### config.mk
export PLATFORM = sky130hd
export DESIGN_NAME = obi_mailbox_resp
export DESIGN_NICKNAME = d
export VERILOG_FILES = /design/src/rtl/obi_mailbox_resp.sv
export SDC_FILE = /design/constraint.sdc
export NUM_CORES = 1
export LEC_CHECK = 0
export BUFFER_PORTS_ARGS = -buffer_cell sky130_fd_sc_hd__buf_2
export CAP_MARGIN = 10
export CORE_ASPECT_RATIO = 0.7
export CORE_MARGIN = 1.5
export CORE_UTILIZATION = 58
export CTS_CLUSTER_SIZE = 30
export DETAILED_ROUTE_END_ITERATION = 7
export PLACE_DENSITY = 0.95
export SKIP_LAST_GASP = 1
export SLEW_MARGIN = 20
export SYNTH_ARGS = -nofsm -noshare
export SYNTH_HDL_FRONTEND = slang
export SYNTH_SLANG_ARGS = --single-unit
### constraint.sdc
create_clock -name clk_i -period 3.95 [get_ports clk_i]
set_input_delay 0.5925 -clock clk_i [delete_from_list [all_inputs] [get_ports clk_i]]
set_output_delay 0.5925 -clock clk_i [all_outputs]
set_load 0.01 [all_outputs]
### src/rtl/obi_mailbox_resp.sv
// OBI target mailbox: a DATA push FIFO drained by the host, a sticky STATUS word, and a host-loaded CMD register.
// Optional OBI_MAILBOX_ERR_EN adds err_o for unmapped accesses and for pushes dropped because the FIFO was full.
module obi_mailbox_resp #(
  parameter int unsigned DEPTH = 4
) (
  input  logic        clk_i,
  input  logic        rst_ni,
  input  logic        req_i,
  input  logic        we_i,
  input  logic [3:0]  be_i,
  input  logic [31:0] addr_i,
  input  logic [31:0] wdata_i,
  output logic        gnt_o,
  output logic        rvalid_o,
  output logic [31:0] rdata_o,
`ifdef OBI_MAILBOX_ERR_EN
  output logic        err_o,
`endif
  output logic [31:0] host_data_o,
  output logic        host_valid_o,
  input  logic        host_pop_i,
  input  logic [31:0] host_cmd_i,
  input  logic        host_cmd_we_i,
  output logic        host_cmd_pending_o
);

  localparam int unsigned AW = $clog2(DEPTH);
  localparam int unsigned CW = AW + 1;

  typedef enum logic {IDLE, RESP} state_e;
  typedef enum logic [1:0] {OFF_DATA, OFF_STATUS, OFF_CMD, OFF_UNMAPPED} offset_e;

  state_e        state_q, state_d;
  offset_e       offset;
  logic          granted, push_req, push_ok, push_drop, pop, full;
  logic [31:0]   wdata_masked, rdata_d, rdata_q, cmd_q;
  logic          overflow_q, cmd_pending_q;
  logic [AW-1:0] wr_ptr_q, rd_ptr_q;
  logic [CW-1:0] count_q;
  logic [31:0]   mem [DEPTH];
  logic          unused_addr;

  assign unused_addr = ^{addr_i[31:4], addr_i[1:0]};
  assign offset      = offset_e'(addr_i[3:2]);

  // Response FSM: grant only from IDLE, so at most one transaction every two cycles.
  always_ff @(posedge clk_i or negedge rst_ni) begin
    if (!rst_ni) state_q <= IDLE;
    else         state_q <= state_d;
  end

  // NOTE: every output of this block gets a default first, so no path leaves one unassigned and no latch is inferred.
  always_comb begin
    state_d = state_q;
    gnt_o   = 1'b0;
    unique case (state_q)
      IDLE: begin
        gnt_o = req_i;
        if (req_i) state_d = RESP;
      end
      RESP: state_d = IDLE;
      default: state_d = IDLE;
    endcase
  end

  assign granted   = req_i && gnt_o;
  assign full      = (count_q == CW'(DEPTH));
  assign pop       = host_pop_i && host_valid_o;
  assign push_req  = granted && we_i && (offset == OFF_DATA);
  // A pop in the same cycle frees the slot, so a push into a full FIFO is still taken.
  assign push_ok   = push_req && (!full || pop);
  assign push_drop = push_req && !push_ok;

  always_comb begin
    for (int i = 0; i < 4; i++) wdata_masked[8*i +: 8] = be_i[i] ? wdata_i[8*i +: 8] : 8'h00;
  end

  always_comb begin
    rdata_d = '0;
    if (granted && !we_i) begin
      unique case (offset)
        OFF_STATUS: rdata_d = {overflow_q, cmd_pending_q, 14'b0, 16'(count_q)};
        OFF_CMD:    rdata_d = cmd_q;
        default:    rdata_d = '0;
      endcase
    end
  end

  // NOTE: state uses non-blocking assignments so every register samples the pre-edge values of the others.
  always_ff @(posedge clk_i or negedge rst_ni) begin
    if (!rst_ni) begin
      rdata_q       <= '0;
      wr_ptr_q      <= '0;
      rd_ptr_q      <= '0;
      count_q       <= '0;
      overflow_q    <= 1'b0;
      cmd_q         <= '0;
      cmd_pending_q <= 1'b0;
    end else begin
      // Not granted means no response next cycle, so rdata returns to zero.
      rdata_q <= rdata_d;
      if (push_ok) wr_ptr_q <= wr_ptr_q + AW'(1);
      if (pop)     rd_ptr_q <= rd_ptr_q + AW'(1);
      unique case ({push_ok, pop})
        2'b10:   count_q <= count_q + CW'(1);
        2'b01:   count_q <= count_q - CW'(1);
        default: count_q <= count_q;
      endcase
      if (push_drop)                                          overflow_q <= 1'b1;
      else if (granted && !we_i && offset == OFF_STATUS)      overflow_q <= 1'b0;
      if (host_cmd_we_i) begin
        cmd_q         <= host_cmd_i;
        cmd_pending_q <= 1'b1;
      end else if (granted && !we_i && offset == OFF_CMD) begin
        cmd_pending_q <= 1'b0;
      end
    end
  end

  // NOTE: storage is not reset; the pointers and count define what is valid, so stale words are never visible.
  always_ff @(posedge clk_i) begin
    if (push_ok) mem[wr_ptr_q] <= wdata_masked;
  end

`ifdef OBI_MAILBOX_ERR_EN
  logic err_q;
  always_ff @(posedge clk_i or negedge rst_ni) begin
    if (!rst_ni) err_q <= 1'b0;
    else         err_q <= granted && ((offset == OFF_UNMAPPED) || push_drop);
  end
  assign err_o = err_q;
`endif

  assign rvalid_o           = (state_q == RESP);
  assign rdata_o            = rdata_q;
  assign host_valid_o       = (count_q != '0);
  assign host_data_o        = mem[rd_ptr_q];
  assign host_cmd_pending_o = cmd_pending_q;

endmodule

==> reports/qor.txt, run 1 <==
Total I/O pin count = 174
Minimum clock period = 2780 ps
Synth warn = 0
Post-Syn Nets = 517
Compound-cell area share of the yosys netlist = 0.0111
Synth top cells by count = 128 x edfxtp_1, 74 x dfrtp_1, 37 x and2_1
H-tree depth = 1
Post-CTS Setup Inserts = 0
Synth top area share = 0.500
Top cells by area, synth = edfxtp_1 50%, dfrtp_1 24%, mux4_2 9.4%
Core Box Area = 12700 µm²
Die H = 99.3 µm
Area of the multi-input gates = 1880 µm²
Worst reg2reg path endpoint = count_q[2]
Cts hold-fix bufs = 0
CP arrival = 2190 ps
Vias in the first global route = 4373
ANT nets after route = 0
Reg-to-Reg Start = count_q[0]
Crit path kind = flop to output port
CTS tree = done
Worst setup path end = host_data_o[22]
Layout fillers = 788
Slew HR = 0.339
PortBufs = 143
Unrepaired setup endpoints after global routing = false
Synth Flop Type = edfxtp_1
Die Wd = 141 µm
All-Layer GR Usage = 0.224
Final Skew = 7.95 ps
Largest family of logic cells by synthesized area = multiplexers
Synth async-reset ratio = 0.366
Mux contribution to synthesized area = 0.145
Most numerous cell in the Yosys netlist = edfxtp_1
Maximum vdd ir drop = 373 µV
Pin count of the biggest net entering global routing = 56
R2r worst-path depth = 6
CP Launch Point = rd_ptr_q[0]
Synth Register Bits = 202
Area Overhead vs Synth = 19.3%
DPL Wire Length = 9530 µm
Sinks on Clock Net = 202
Setup tns final = 0 ps
Max Clk Rate = 0.360 GHz
Crit path max fanout = 18
Cell variety after synth = 35
Register area = 5700 µm²
Crit end category = output port
Startpoint class of the critical path = flop
Final hold viol count = 0
WL/cell = 20.3 µm
Post-layout nets = 667
Final instance area = 9170 µm²
Tot Pwr = 5.29 mW
Fin. max-slew vios = 0
Worst-skew pair later-pin latency = 480 ps
Final wirelength = 14800 µm
Syn avg cell area = 19.1 µm²
CTS Buffer Depth = 3
Antenna violations before repair = 1
FF-to-FF setup slack = 1740 ps
XOR/XNOR share of the synthesized area = 0.00456
Pre-CTS setup slack = 1210 ps
Fraction of the mapped netlist area in adder cells = 0.0140
Sequential share of the synthesized area = 0.741
Final critical-path share of the clock period = 0.704
Setup WS post-layout = 1170 ps
DRC violations left = 0
Max-Cap Viols = 0
Pwr dens = 577 nW/µm²
Post-CTS Resized = 0
Final setup fails = 0
Root Driver = clkbuf_16
Worst slew pin tran = 992 ps
Cell Area, Placed = 8570 µm²
Initial Util = 0.606
WP data required = 3360 ps
Full die area = 14000 µm²
GPL Wtd Cong = 0.775
Simple-gate share of the synthesized area = 0.0692
Status = completed
Post-Syn Instances = 403
Worst Hold Class = primary input to async pin
DRT iter0 DRCs = 359
Synthesized area = 7680 µm²
Detailed-route vias per instance = 5.58
Leakage = 3.84 nW
Total gr overflow = 0
Initial DRT Pass Iterations = 5
# rows = 34
Yosys top cell by area = edfxtp_1
First-pass GRT wire length = 23900 µm
Clock-pin slew on the worst setup and hold paths = 70 ps
Total number of vias = 4064
CTS buffer count = 19
Share of post-route cells with drive strength above 1 = 0.444
Post-synth EDFFs = 128
==> cells by family (layout without fill, tap and decap cells) <==
kind of cell             after synthesis  after routing
AND/OR/NAND/NOR                       85             85
adder cells (fa/ha/maj)                8              8
flip-flops                           202            202
AO/OA/AOI/OAI                         12             12
other                                  0              1
multiplexers                          66             66
XOR/XNOR                               4              4
buffers and inverters                 26            188
==> sequential cells by signal, summed over array words and instances (netlist names) <==
name and flops:
rd_ptr_q 2, rdata_o 32, cmd_q 32, host_cmd_pending_o 1, wr_ptr_q 2, mem 128, count_q 3, overflow_q 1
rvalid_o 1
==> metal layers <==
metal	part of all wire	wire (µm)	vias to the layer above	GRT usage
met5	0	0	-	0
met3	0.056	826	26	0.0448
met4	0.021	303	0	0.0625
li1	-	-	1840	-
met2	0.51	7580	118	0.380
met1	0.41	6040	2080	0.305
==> worst min-delay path by stage <==
stage	from	endpoint	slack [ps]	cells past startpoint
floorplan	rst_ni	cmd_q[0]	300	0
global placement	cmd_q[13]	rdata_o[13]	480	1
detailed placement	cmd_q[29]	rdata_o[29]	490	1
CTS	host_cmd_i[2]	cmd_q[2]	320	2
global route	rst_ni	cmd_q[14]	200	1
finish	rst_ni	cmd_q[14]	150	1
==> critical path, cell delays in order (launching register included) <==
cell     delay [ps]
dfrtp_2         720
buf_12          270
mux4_2          550
buf_2           160
==> power breakdown <==
part | internal, mW | switching (mW) | leakage [nW]
Sequential | 2.36 | 0.113 | 2.11
Combinational | 0.577 | 0.521 | 1.44
Clock | 0.980 | 0.742 | 0.298
Total | 3.91 | 1.38 | 3.84
==> layout by cell type, fill, tap and decap left out, types with 6 or more instances in the layout <==
master	count
inv_1	7
edfxtp_1	128
mux4_2	32
and3_1	27
ha_1	7
and2_1	33
dfrtp_1	73
buf_2	142
mux2_2	32
nor2_1	6
clkbuf_16	20
==> per-stage QoR <==
stage / cells / util / hold WS [ps]
2_1_floorplan: 403 / - / 297
3_3_place_gp: 693 / 0.674 / 479
3_5_place_dp: 694 / 0.676 / 486
4_1_cts: 727 / 0.723 / 324
5_1_grt: 728 / 0.723 / 197
6_report: 728 / 0.723 / 153
==> area by class of cell <==
class                   instances  share of cell area
diodes                          1            0.000273
flip-flops and latches        202               0.622
clock buffers                  25              0.0599
inverters                       7             0.00287
well taps                     162              0.0221
multi-input cells             175               0.205
repair buffers                148              0.0838
clock inverters                 8             0.00451
Power figures use the tool's default switching activity.
==> inputs of run 2 (changes only) <==
Settings changed: CORE_UTILIZATION 58 to 54, PLACE_DENSITY 0.95 to 0.92.
Clock period 3.95 ns to 2.9 ns, I/O delays scaled along.
==> run 2 against run 1 <==
  * Clock skew rose by 4.6 ps
  * Sequential share of layout area fell by 0.65 points
  * Critical path depth did not move
==> reports/qor.txt, run 2 (synthesis results as in run 1) <==
Layout fillers = 925
WP data required = 2470 ps
Pin count of the biggest net entering global routing = 36
Most flop-heavy register = mem
Cell Area, Placed = 8630 µm²
CTS Buffer Depth = 3
Worst slew pin tran = 1020 ps
Post-layout nets = 673
PortBufs = 143
Max-Cap Viols = 0
Sw Pwr = 1.88 mW
Sw Share = 0.259
Crit path max fanout = 31
Die H = 103 µm
Worst Hold Class = primary input to flop
DRC violations left = 0
Post-CTS Resized = 0
Final hold viol count = 0
Fin. max-slew vios = 0
CTS buffer count = 20
# rows = 36
Minimum clock period = 2360 ps
CTS tree = done
Total gr overflow = 0
Fin util = 0.665
# diodes = 0
CP arrival = 1930 ps
Core Box Area = 13900 µm²
Tot Pwr = 7.26 mW
Maximum vdd ir drop = 544 µV
Max Clk Rate = 0.423 GHz
DPL Wire Length = 9500 µm
Leakage = 3.86 nW
Final instance area = 9260 µm²
Comb pwr share = 0.212
Most frequent cells in the layout = 143 x buf_2, 128 x edfxtp_1, 73 x dfrtp_1
Vias in the first global route = 4389
H-tree depth = 1
Unrepaired setup endpoints after global routing = false
Die Wd = 146 µm
ANT nets after route = 0
Share of post-route cells with drive strength above 1 = 0.442
Full die area = 15000 µm²
Max reg flops = 128
Status = completed
Final setup fails = 0
Most common library cell in the layout ignoring fill and taps = buf_2
DRT iter0 DRCs = 248
Clock-pin slew on the worst setup and hold paths = 60 ps
Total I/O pin count = 174
Startpoint class of the critical path = flop
Antenna violations before repair = 0
WL/cell = 19.4 µm
First-pass GRT wire length = 22800 µm
Slowest stage delay, CP = 570 ps
Crit path kind = flop to output port
Part of the power in registers = 0.456
Setup tns final = 0 ps
Buf/Inv on CP = 2
Clock Power Share = 0.332
Area Overhead vs Synth = 20.6%
Initial Util = 0.552
Sinks on Clock Net = 202
Cell-internal power = 5.39 mW
Slowest stage cell, crit path = mux4_2
Largest delay contributor family on the critical path = multiplexers
Worst-skew pair later-pin latency = 490 ps
Initial DRT Pass Iterations = 5
Root Driver = clkbuf_16
CP Cell Sequence = buf_12 -> mux4_2 -> buf_2
All-Layer GR Usage = 0.199
Area of the multi-input gates = 1880 µm²
Final critical-path share of the clock period = 0.814
Detailed-route vias per instance = 5.40
Pwr dens = 784 nW/µm²
Final wirelength = 14800 µm
Final Skew = 12.5 ps
GPL Wtd Cong = 0.803
Crit end category = output port
Register area = 5700 µm²
Total number of vias = 4119
Slew HR = 0.319
run 2: cell types whose count changed in the layout (fill, tap and decap cells not counted):
cell / delta
clkbuf_1: +6
clkinv_2: -4
buf_4: +3
clkinvlp_4: +2
buf_2: +1
clkbuf_16: +1
clkbuf_8: -1
clkinv_1: -1
diode_2: -1
dlygate4sd3_1: +1
inv_6: -1
inv_8: +1
run 2: path summary, 6_finish.rpt:
path	start	end	slack [ps]	cells past startpoint
max	rd_ptr_q[0]	host_data_o[6]	540	3
min reg2reg	cmd_q[4]	rdata_o[4]	490	1
min	host_cmd_i[13]	cmd_q[13]	180	2
max reg2reg	count_q[0]	count_q[2]	740	6
min in group asynchronous	rst_ni	cmd_q[10]	500	2
max in group asynchronous	rst_ni	cmd_q[14]	1520	3
run 2: power by group through the flow:
stage,Combinational (mW),Sequential (mW),Clock (mW)
floorplan,1.08,3.32,0
global placement,1.50,3.35,0
detailed placement,1.56,3.37,0
CTS,1.57,3.31,2.47
global route,1.67,3.32,2.58
finish,1.54,3.31,2.41
run 2: final cells by class:
| type | instances | share of cell area |
|---|---|---|
| Clock buffer | 31 | 0.0629 |
| Clock inverter | 5 | 0.00378 |
| Inverter | 7 | 0.00284 |
| Multi-Input combinational cell | 175 | 0.203 |
| Sequential cell | 202 | 0.615 |
| Tap cell | 190 | 0.0257 |
| Timing Repair Buffer | 153 | 0.0870 |
run 2: what timing repair did:
| item | 4_1_cts | 5_1_grt |
|---|---|---|
| buffers inserted | 0 | 0 |
| hold endpoints to repair | 26 | 0 |
| endpoints found under the setup margin | 0 | 0 |
| hold buffers | 1 | 0 |
run 2: layer usage:
layer | track usage | routed length [µm]
met5 | 0 | 0
met4 | 0.0612 | 358
met3 | 0.0350 | 502
met2 | 0.353 | 7800
met1 | 0.256 | 6180
run 2: through the flow:
stage / setup WS, ps / hold slack [ps] / cells
4_1_cts: 487 / 163 / 763
3_5_place_dp: 505 / 475 / 726
3_3_place_gp: 590 / 456 / 726
6_report: 538 / 182 / 763
2_1_floorplan: 504 / 139 / 403
5_1_grt: 440 / 172 / 763
